$ cat src/rtl/counter_ctrl_pkg.sv
// rtl/counter_ctrl_pkg.sv - shared encodings and constants for counter_ctrl
// State encodings, timer width and step reset value used by the controller and its timer.
package counter_ctrl_pkg;

  localparam int TIMER_W = 8;
  localparam int STEP_W  = 4;
  localparam logic [STEP_W-1:0] STEP_RESET = 4'd1;

  typedef enum logic [2:0] {
    ST_IDLE = 3'd0,
    ST_FIRE = 3'd1,
    ST_HOLD = 3'd2,
    ST_RPT  = 3'd3,
    ST_SHOW = 3'd4
  } state_e;

  // Both keys pressed together counts as no key at all.
  function automatic logic key_valid(input logic up, input logic down);
    return up ^ down;
  endfunction

endpackage

$ cat src/rtl/counter_ctrl_if.sv
// rtl/counter_ctrl_if.sv - key/step inputs and counter-drive outputs of counter_ctrl
// The slave modport is the controller; master is whatever drives the keys and consumes the pulses.
interface counter_ctrl_if;
  import counter_ctrl_pkg::*;

  logic              key_up;
  logic              key_down;
  logic              show;
  logic              load;
  logic [STEP_W-1:0] step_in;
  logic              enable;
  logic              dir;
  logic [STEP_W-1:0] countValue;
  logic              disp;

  modport master (
    output key_up, key_down, show, load, step_in,
    input  enable, dir, countValue, disp
  );

  modport slave (
    input  key_up, key_down, show, load, step_in,
    output enable, dir, countValue, disp
  );

endinterface

$ cat src/rtl/ctrl_timer.sv
// rtl/ctrl_timer.sv - 8-bit interval timer for the auto-repeat pacing
// done_o fires in the cycle where the count reaches term_i-1, so the next edge lands term_i cycles after clear.
module ctrl_timer
  import counter_ctrl_pkg::*;
(
  input  logic               clock,
  input  logic               clear_i,
  input  logic               cnt_en_i,
  input  logic [TIMER_W-1:0] term_i,
  output logic               done_o
);

  logic [TIMER_W-1:0] count_q;
  logic [TIMER_W-1:0] count_d;

  always_comb begin
    count_d = count_q;
    if (clear_i) begin
      count_d = '0;
    end else if (cnt_en_i) begin
      count_d = count_q + 1'b1;
    end
  end

  always_ff @(posedge clock) begin
    count_q <= count_d;
  end

  assign done_o = cnt_en_i && (count_q == term_i - 1'b1);

endmodule

$ cat src/rtl/counter_ctrl.sv
// rtl/counter_ctrl.sv - key-driven step/auto-repeat controller for an up/down counter
// Emits one-cycle enable pulses with direction and step size; SHOW forces the counter preset.
module counter_ctrl
  import counter_ctrl_pkg::*;
#(
  parameter int HOLD_DELAY    = 16,
  parameter int REPEAT_PERIOD = 4
) (
  input  logic           clock,
  input  logic           clear,
  counter_ctrl_if.slave  bus
);

  state_e            state_q, state_d;
  logic              dir_q, dir_d;
  logic              rpt_q, rpt_d;
  logic [STEP_W-1:0] step_q, step_d;

  logic               key_ok;
  logic               same_key;
  logic               tmr_done;
  logic               tmr_clear;
  logic               tmr_en;
  logic [TIMER_W-1:0] tmr_term;

  assign key_ok   = key_valid(bus.key_up, bus.key_down);
  // A direction flip while holding counts as losing the key.
  assign same_key = key_ok && (bus.key_up == dir_q);

  always_comb begin
    state_d = state_q;
    dir_d   = dir_q;
    rpt_d   = rpt_q;
    case (state_q)
      ST_IDLE: begin
        rpt_d = 1'b0;
        if (bus.show) begin
          state_d = ST_SHOW;
        end else if (key_ok) begin
          dir_d   = bus.key_up;
          state_d = ST_FIRE;
        end
      end
      ST_FIRE: begin
        rpt_d   = 1'b1;
        state_d = rpt_q ? ST_RPT : ST_HOLD;
      end
      ST_HOLD, ST_RPT: begin
        if (!same_key) begin
          state_d = ST_IDLE;
        end else if (tmr_done) begin
          state_d = ST_FIRE;
        end
      end
      ST_SHOW: state_d = ST_IDLE;
      default: state_d = ST_IDLE;
    endcase
  end

  always_comb begin
    step_d = step_q;
    if (bus.load && (bus.step_in != '0)) begin
      step_d = bus.step_in;
    end
  end

  always_ff @(posedge clock) begin
    if (clear) begin
      state_q <= ST_IDLE;
      dir_q   <= 1'b1;
      rpt_q   <= 1'b0;
      step_q  <= STEP_RESET;
    end else begin
      state_q <= state_d;
      dir_q   <= dir_d;
      rpt_q   <= rpt_d;
      step_q  <= step_d;
    end
  end

  // Timer restarts in every FIRE cycle; HOLD waits the long delay, RPT the short one.
  assign tmr_clear = clear || (state_d == ST_FIRE);
  assign tmr_en    = (state_q == ST_FIRE) || (state_q == ST_HOLD) || (state_q == ST_RPT);
  assign tmr_term  = (state_q == ST_RPT) ? TIMER_W'(REPEAT_PERIOD) : TIMER_W'(HOLD_DELAY);

  ctrl_timer u_timer (
    .clock    (clock),
    .clear_i  (tmr_clear),
    .cnt_en_i (tmr_en),
    .term_i   (tmr_term),
    .done_o   (tmr_done)
  );

  assign bus.enable     = (state_q == ST_FIRE) || (state_q == ST_SHOW);
  assign bus.disp       = (state_q != ST_SHOW);
  assign bus.dir        = dir_q;
  assign bus.countValue = step_q;

endmodule

$ cat src/flat_wrapper.sv
// flat-port wrapper written by rule: the top's interface ports become plain ports
module counter_ctrl_flat import counter_ctrl_pkg::*;
#(
  parameter int HOLD_DELAY    = 16,
  parameter int REPEAT_PERIOD = 4
)
  (clock, clear, bus_key_up, bus_key_down, bus_show, bus_load, bus_step_in, bus_enable, bus_dir, bus_countValue, bus_disp);
  counter_ctrl_if bus_i ();
  input  logic clock;
  input  logic clear;
  input wire logic [$bits(bus_i.key_up)-1:0] bus_key_up;
  input wire logic [$bits(bus_i.key_down)-1:0] bus_key_down;
  input wire logic [$bits(bus_i.show)-1:0] bus_show;
  input wire logic [$bits(bus_i.load)-1:0] bus_load;
  input wire logic [$bits(bus_i.step_in)-1:0] bus_step_in;
  output wire logic [$bits(bus_i.enable)-1:0] bus_enable;
  output wire logic [$bits(bus_i.dir)-1:0] bus_dir;
  output wire logic [$bits(bus_i.countValue)-1:0] bus_countValue;
  output wire logic [$bits(bus_i.disp)-1:0] bus_disp;
  assign bus_i.key_up = bus_key_up;
  assign bus_i.key_down = bus_key_down;
  assign bus_i.show = bus_show;
  assign bus_i.load = bus_load;
  assign bus_i.step_in = bus_step_in;
  assign bus_enable = bus_i.enable;
  assign bus_dir = bus_i.dir;
  assign bus_countValue = bus_i.countValue;
  assign bus_disp = bus_i.disp;
  counter_ctrl #(.HOLD_DELAY(HOLD_DELAY), .REPEAT_PERIOD(REPEAT_PERIOD)) u_core (.clock(clock), .clear(clear), .bus(bus_i));
endmodule
$ cat config.mk
export PLATFORM = sky130hd
export DESIGN_NAME = counter_ctrl_flat
export DESIGN_NICKNAME = d
export VERILOG_FILES = /design/src/rtl/counter_ctrl_pkg.sv /design/src/rtl/counter_ctrl_if.sv /design/src/rtl/ctrl_timer.sv /design/src/rtl/counter_ctrl.sv /design/src/flat_wrapper.sv
export SDC_FILE = /design/constraint.sdc
export NUM_CORES = 1
export LEC_CHECK = 0
export ABC_AREA = 1
export BUFFER_PORTS_ARGS = -buffer_cell sky130_fd_sc_hd__buf_2
export CORE_MARGIN = 2
export CORE_UTILIZATION = 35
export CTS_BUF_LIST = sky130_fd_sc_hd__clkbuf_8
export DETAILED_ROUTE_END_ITERATION = 8
export SYNTH_ARGS = -nofsm -noshare
export SYNTH_HDL_FRONTEND = slang
export SYNTH_SLANG_ARGS = --single-unit
$ cat constraint.sdc
create_clock -name clock -period 1.66 [get_ports clock]
set_input_delay 0.332 -clock clock [delete_from_list [all_inputs] [get_ports clock]]
set_output_delay 0.332 -clock clock [all_outputs]
set_load 0.05 [all_outputs]
==> impl_metrics.env, run 1 <==
export IMPL_outcome="completed"
export IMPL_hold_buf_count_cts=0
export IMPL_drcViolationCount=0
export IMPL_dpl_hpwl_mm=1.357
export IMPL_dpl_cell_area_mm2=0.001008
export IMPL_floorplan_die_width_um=54.45
export IMPL_unique_masters_post_synth=22
export IMPL_port_buffers=16
export IMPL_maximum_ir_drop_on_the_vdd_rail_mv=0.5779
export IMPL_post_route_design_area_mm2=0.001054
export IMPL_cts_sinks=17
export IMPL_num_rows=18
export IMPL_critPathLaunchType="flop"
export IMPL_grt_pass1_vias=732
export IMPL_clkLatencyLatePin_ns=0.25
export IMPL_diodes=0
export IMPL_route_detailed_vias_per_inst=4.500
export IMPL_wl_per_cell_um=9.402
export IMPL_worst_hold_path_cell_count=3
export IMPL_synth_ff_latch_count=17
export IMPL_number_of_hold_slack_violations_in_the_final_timing_report=0
export IMPL_critical_path_depth=6
export IMPL_rsz_0062_raised_after_global_routing="false"
export IMPL_initialDrtViolationCount=10
export IMPL_grt_pass1_wl_mm=2.925
export IMPL_number_of_optimization_iterations_in_the_first_detailed_route_pass=4
export IMPL_final_antenna_net_count=0
export IMPL_tritoncts_num_buffers=3
export IMPL_synth_area_leaders="sky130_fd_sc_hd__dfxtp_1 (38%), sky130_fd_sc_hd__nand2_1 (12%), sky130_fd_sc_hd__nor2_2 (7.7%)"
export IMPL_cpLargestDelayFamily="buffers and inverters"
export IMPL_timing_reg2reg_setup_slack_ns=0.27
export IMPL_tritoncts="done"
export IMPL_cap_violations=0
export IMPL_arrival_ns=1.20
export IMPL_hp_class="in2reg"
export IMPL_synth_area_leader_cell="sky130_fd_sc_hd__dfxtp_1"
export IMPL_drt_total_wl_mm=1.636
export IMPL_worst_pin_slew_ns=0.2511
export IMPL_place_congestion=0.7317
export IMPL_yosysMostFrequentCell="sky130_fd_sc_hd__nand2_1"
export IMPL_grt_ovfl_total=0
export IMPL_syn_mean_instance_area_um2=7.184
export IMPL_pwr_density_cell_mw_per_mm2=865.4
export IMPL_timing_setup_tns_ns=0
export IMPL_highest_clock_rate_mhz=651.2
export IMPL_clock_root_buffer="sky130_fd_sc_hd__clkbuf_8"
export IMPL_synth_commonest_cells="sky130_fd_sc_hd__nand2_1 (29), sky130_fd_sc_hd__dfxtp_1 (17), sky130_fd_sc_hd__inv_1 (15), sky130_fd_sc_hd__nor2_1 (13), sky130_fd_sc_hd__nor2_2 (11)"
export IMPL_die_area_mm2=0.002965
export IMPL_area_growth_synth_to_final_pct=18.26
export IMPL_timing_slew_headroom_pct=83.38
export IMPL_num_vias=783
export IMPL_clk_transition_reported_paths_ns=0.07
export IMPL_timing_final_crit_share_pct=92.50
export IMPL_final_max_slew_violation_count=0
export IMPL_maximum_number_of_pins_on_one_net_before_global_route_repair=10
export IMPL_cts_repair_resize_count=0
export IMPL_grt_total_usage_pct=13.52
export IMPL_crit_path_buf_inv_count=3
export IMPL_synth_yosys_warnings=0
export IMPL_critPathCaptureType="output pin"
export IMPL_initial_core_util_pct=36.29
export IMPL_prevailing_post_synth_register_cell="sky130_fd_sc_hd__dfxtp_1"
export IMPL_cts_max_level=1
export IMPL_number_of_enable_flip_flop_cells_after_synthesis=0
export IMPL_critical_path_class="reg2out"
export IMPL_leakage_uw=0.0004915
export IMPL_ys_async_sr_fraction_pct=0
export IMPL_buffers_inserted_during_post_cts_setup_optimization=0
export IMPL_cp_data_required_time_ns=1.33
export IMPL_maximum_single_stage_delay_on_the_critical_path_ns=0.34
export IMPL_top_level_ports=17
export IMPL_die_h_um=54.45
export IMPL_drive_above_1_share_pct=29.17
export IMPL_post_synth_instance_area_um2=890.9
export IMPL_total_setup_violations_reported_at_the_end_of_the_flow=0
export IMPL_num_nets_final=156
export IMPL_number_of_antenna_violations_at_the_first_check_in_global_routing=0
export IMPL_fin_skew_ns=0.002253
export IMPL_timing_critical_path_cells="inv_1 -> nand2_2 -> inv_1 -> nand2_1 -> nand2_1 -> buf_2"
export IMPL_worst_r2r_path_depth=8
export IMPL_syn_instance_count=124
export IMPL_period_minus_slack_ns=1.536
export IMPL_syn_num_nets=135
export IMPL_critical_path_slowest_cell="sky130_fd_sc_hd__dfxtp_1"
export IMPL_synth_seq_area_share_pct=38.20
export IMPL_synthDominantCellAreaShare_pct=38.20
export IMPL_final_util_pct=42.92
export IMPL_clock_path_buffers=2
export IMPL_crit_fanout=4
export IMPL_coreArea_mm2=0.002455
## per-stage QoR
stage                     setup WS (ns)  cells  hold WS, ns  total power, uW
after floorplan                 0.02554    124       0.4011            577.5
after global placement           0.2990    170       0.4279            619.8
after detailed placement         0.2692    170       0.4391            622.6
after CTS                        0.1167    174       0.3065            922.9
after global routing            0.03016    174       0.3151            961.2
final                            0.1244    174       0.3088            911.7
## flip-flops by register name, summed over array words and instances, names as in the netlist
name,flops
u_core.rpt_q,1
u_core.u_timer.count_q,8
u_core.bus.dir,1
u_core.state_q,3
u_core.bus.countValue,4
## final cells by class
type | count | area [um2]
multi-input cells | 89 | 483.0
inverters | 18 | 67.56
repair buffers | 16 | 80.08
fillers | 255 | 1401
clock inverters | 1 | 3.754
flip-flops and latches | 17 | 340.3
well taps | 30 | 37.54
clock buffers | 3 | 41.29
## metal layers
| metal | track usage, % | vias to the layer above | share of wire (%) |
|---|---|---|---|
| li1 | - | 421 | - |
| met1 | 16.19 | 346 | 47 |
| met2 | 24.50 | 16 | 50 |
| met3 | 1.639 | 0 | 3.4 |
| met4 | 5.000 | 0 | 0 |
| met5 | 0 | - | 0 |
## worst register-to-register path: stages, from the launching register on
cell                      delay, ns
sky130_fd_sc_hd__dfxtp_1       0.37
sky130_fd_sc_hd__ha_1          0.19
sky130_fd_sc_hd__nand2_1       0.06
sky130_fd_sc_hd__nor2_1        0.13
sky130_fd_sc_hd__nand3_1       0.11
sky130_fd_sc_hd__a21oi_2       0.16
sky130_fd_sc_hd__nand2_2       0.08
sky130_fd_sc_hd__nand2_4       0.14
sky130_fd_sc_hd__nor2_2        0.05
## placed cells by master (no fill, tap or decap), drive strengths merged
cell type,instances
o21ai,4
nand4,2
nor2,26
nor3,2
nand3,3
mux2i,1
xor2,6
dfxtp,17
or2,2
a21oi,7
ha,1
nand2,34
clkbuf,3
buf,16
xnor2,1
inv,19
## kinds of logic (layout without fill, tap and decap cells)
group                    Yosys count  in the layout  share of synthesized area, %
XOR/XNOR                           7              7                         6.882
AO/OA/AOI/OAI                     11             11                         6.602
flip-flops                        17             17                         38.20
buffers and inverters             18             38                         7.584
multiplexers                       1              1                         1.124
AND/OR/NAND/NOR                   69             69                         38.20
adder cells (fa/ha/maj)            1              1                         1.404
## power breakdown
group / total [uW] / switching [uW] / internal [uW]
registers: 439 / 13.3 / 426
clock network: 301 / 137 / 164
logic: 172 / 123 / 48.6
total: 912 / 273 / 638
## worst paths after layout
path | end | startpoint
worst max-delay path | bus_enable | u_core.state_q[0]$_SDFF_PP0_
worst min-delay path | u_core.bus.countValue[0]$_SDFFE_PP1P_ | bus_step_in[0]
worst max register to register | u_core.u_timer.count_q[3]$_SDFFE_PP0P_ | u_core.u_timer.count_q[0]$_SDFFE_PP0P_
worst min register to register | u_core.bus.countValue[0]$_SDFFE_PP1P_ | u_core.bus.countValue[0]$_SDFFE_PP1P_
Note: power is estimated with default switching activity, not from simulation.
==> run 2, diff against run 1 <==
--- a/config.mk
+++ b/config.mk
@@ -11,6 +11,7 @@
 export CORE_UTILIZATION = 35
 export CTS_BUF_LIST = sky130_fd_sc_hd__clkbuf_8
 export DETAILED_ROUTE_END_ITERATION = 8
+export PLACE_DENSITY = 0.53
 export SYNTH_ARGS = -nofsm -noshare
 export SYNTH_HDL_FRONTEND = slang
 export SYNTH_SLANG_ARGS = --single-unit
==> impl_metrics.env, run 2 (synthesis results as in run 1) <==
export IMPL_worst_pin_slew_ns=0.2453
export IMPL_timing_slew_headroom_pct=83.62
export IMPL_pwr_density_cell_mw_per_mm2=862.8
export IMPL_internal_power_uw=640.9
export IMPL_grt_ovfl_total=0
export IMPL_drcViolationCount=0
export IMPL_final_max_slew_violation_count=0
export IMPL_cts_repair_resize_count=0
export IMPL_report_power_total_uw=910.1
export IMPL_arrival_ns=1.21
export IMPL_clock_path_buffers=2
export IMPL_combPwrFrac_pct=18.7
export IMPL_clkLatencyLatePin_ns=0.25
export IMPL_floorplan_die_width_um=54.45
export IMPL_num_nets_final=156
export IMPL_hold_buf_count_cts=0
export IMPL_most_common_layout_cells="sky130_fd_sc_hd__nand2_1 (29), sky130_fd_sc_hd__dfxtp_1 (17), sky130_fd_sc_hd__buf_2 (16)"
export IMPL_drt_total_wl_mm=1.578
export IMPL_num_rows=18
export IMPL_grt_pass1_vias=646
export IMPL_crit_path_buf_inv_count=1
export IMPL_timing_critical_path_cells="nor2_1 -> nand2_1 -> nand2_1 -> buf_2"
export IMPL_place_congestion=0.7209
export IMPL_fin_skew_ns=0.001125
export IMPL_grt_pass1_wl_mm=2.746
export IMPL_number_of_optimization_iterations_in_the_first_detailed_route_pass=4
export IMPL_drive_above_1_share_pct=29.86
export IMPL_number_of_hold_slack_violations_in_the_final_timing_report=0
export IMPL_number_of_antenna_violations_at_the_first_check_in_global_routing=0
export IMPL_min_delay_src="bus_step_in[0]"
export IMPL_dpl_cell_area_mm2=0.001008
export IMPL_cpLargestDelayFamily="flip-flops"
export IMPL_share_seq_of_total_power_pct=48.3
export IMPL_switching_share_pct=29.58
export IMPL_tritoncts_num_buffers=3
export IMPL_crit_end="bus_enable"
export IMPL_worst_r2r_path_depth=8
export IMPL_cp_data_required_time_ns=1.33
export IMPL_finalHoldWorstSlack_ns=0.3166
export IMPL_coreArea_mm2=0.002455
export IMPL_post_route_design_area_mm2=0.001055
export IMPL_dpl_hpwl_mm=1.292
export IMPL_hp_class="in2reg"
export IMPL_cts_sinks=17
export IMPL_highest_clock_rate_mhz=648.6
export IMPL_timing_critical_path_from="u_core.state_q[2]$_SDFF_PP0_"
export IMPL_num_vias=750
export IMPL_critPathCaptureType="output pin"
export IMPL_grt_total_usage_pct=12.80
export IMPL_total_switching_power_uw=269.2
export IMPL_die_area_mm2=0.002965
export IMPL_clock_root_buffer="sky130_fd_sc_hd__clkbuf_8"
export IMPL_outcome="completed"
export IMPL_timing_final_crit_share_pct=92.88
export IMPL_area_growth_synth_to_final_pct=18.40
export IMPL_critical_path_slowest_cell="sky130_fd_sc_hd__dfxtp_1"
export IMPL_leakage_uw=0.0004901
export IMPL_die_h_um=54.45
export IMPL_initial_core_util_pct=36.29
export IMPL_total_setup_violations_reported_at_the_end_of_the_flow=0
export IMPL_layout_commonest_cell="sky130_fd_sc_hd__nand2_1"
export IMPL_clkPwrFrac_pct=33.0
export IMPL_clk_transition_reported_paths_ns=0.06
export IMPL_maximum_ir_drop_on_the_vdd_rail_mv=0.6573
export IMPL_critPathLaunchType="flop"
export IMPL_cap_violations=0
export IMPL_critical_path_class="reg2out"
export IMPL_top_level_ports=17
export IMPL_final_antenna_net_count=0
export IMPL_wl_per_cell_um=9.069
export IMPL_final_util_pct=42.97
export IMPL_cts_max_level=1
export IMPL_timing_reg2reg_setup_slack_ns=0.32
export IMPL_route_detailed_vias_per_inst=4.310
export IMPL_timing_rr_start="u_core.u_timer.count_q[0]$_SDFFE_PP0P_"
export IMPL_buffers_inserted_during_post_cts_setup_optimization=0
export IMPL_period_minus_slack_ns=1.542
export IMPL_initialDrtViolationCount=14
export IMPL_maximum_single_stage_delay_on_the_critical_path_ns=0.38
export IMPL_maximum_number_of_pins_on_one_net_before_global_route_repair=11
export IMPL_timing_setup_tns_ns=0
export IMPL_rsz_0062_raised_after_global_routing="false"
export IMPL_tritoncts="done"
export IMPL_critical_path_depth=4
export IMPL_flip_flop_count_of_the_largest_register_after_layout=8
export IMPL_crit_fanout=6
export IMPL_diodes=0
export IMPL_port_buffers=16
export IMPL_timing_critical_path_mode_cell="sky130_fd_sc_hd__nand2_1"
export IMPL_crit_reg2reg_capture="u_core.u_timer.count_q[3]$_SDFFE_PP0P_"
export IMPL_reg_with_most_ffs="u_core.u_timer.count_q"
run 2: cell count changes in the layout (fill, tap and decap cells not counted):
cell,previous run,this run
sky130_fd_sc_hd__clkinv_2,0,1
sky130_fd_sc_hd__inv_1,16,15
run 2: power by group through the flow:
| stage | sequential, uW | combinational [uW] | clock, uW |
|---|---|---|---|
| 6_report | 440 | 170 | 300 |
| 5_1_grt | 442 | 187 | 323 |
| 4_1_cts | 440 | 172 | 309 |
| 3_5_place_dp | 449 | 171 | 0 |
| 3_3_place_gp | 448 | 171 | 0 |
| 2_1_floorplan | 478 | 99.6 | 0 |
run 2: per-stage QoR:
step,cells,worst slack (ns)
floorplan,124,0.02554
global route,174,0.03192
CTS,174,0.1063
detailed placement,170,0.2773
global placement,170,0.2835
finish,174,0.1181
run 2: layout make-up:
cell class	count	area [um2]
clock inverters	1	5.005
flip-flops and latches	17	340.3
clock buffers	3	41.29
multi-input cells	89	483.0
inverters	18	67.56
fillers	260	1400
well taps	30	37.54
repair buffers	16	80.08
run 2: how the worst min path moves through the flow:
stage,end,slack (ns),depth (start not counted)
finish,u_core.bus.countValue[0]$_SDFFE_PP1P_,0.32,3
global route,u_core.bus.countValue[0]$_SDFFE_PP1P_,0.34,3
CTS,u_core.bus.countValue[0]$_SDFFE_PP1P_,0.31,3
detailed placement,u_core.bus.countValue[0]$_SDFFE_PP1P_,0.43,2
global placement,u_core.bus.countValue[0]$_SDFFE_PP1P_,0.43,2
floorplan,u_core.bus.countValue[3]$_SDFFE_PP0P_,0.40,1
run 2: metal layers:
metal | global-route usage, % | part of all wire (%)
met5 | 0 | 0
met4 | 6.250 | 1.2
met3 | 2.459 | 3.2
met1 | 19.40 | 54
met2 | 16.87 | 42
run 2: worst reg2reg max path, delay by kind of cell (launching register included):
kind / cells / cell delay, ns
AOI/OAI and AO/OA: 1 / 0.17
adders and majority gates: 1 / 0.18
DFF: 1 / 0.37
and+or+nand+nor: 6 / 0.52
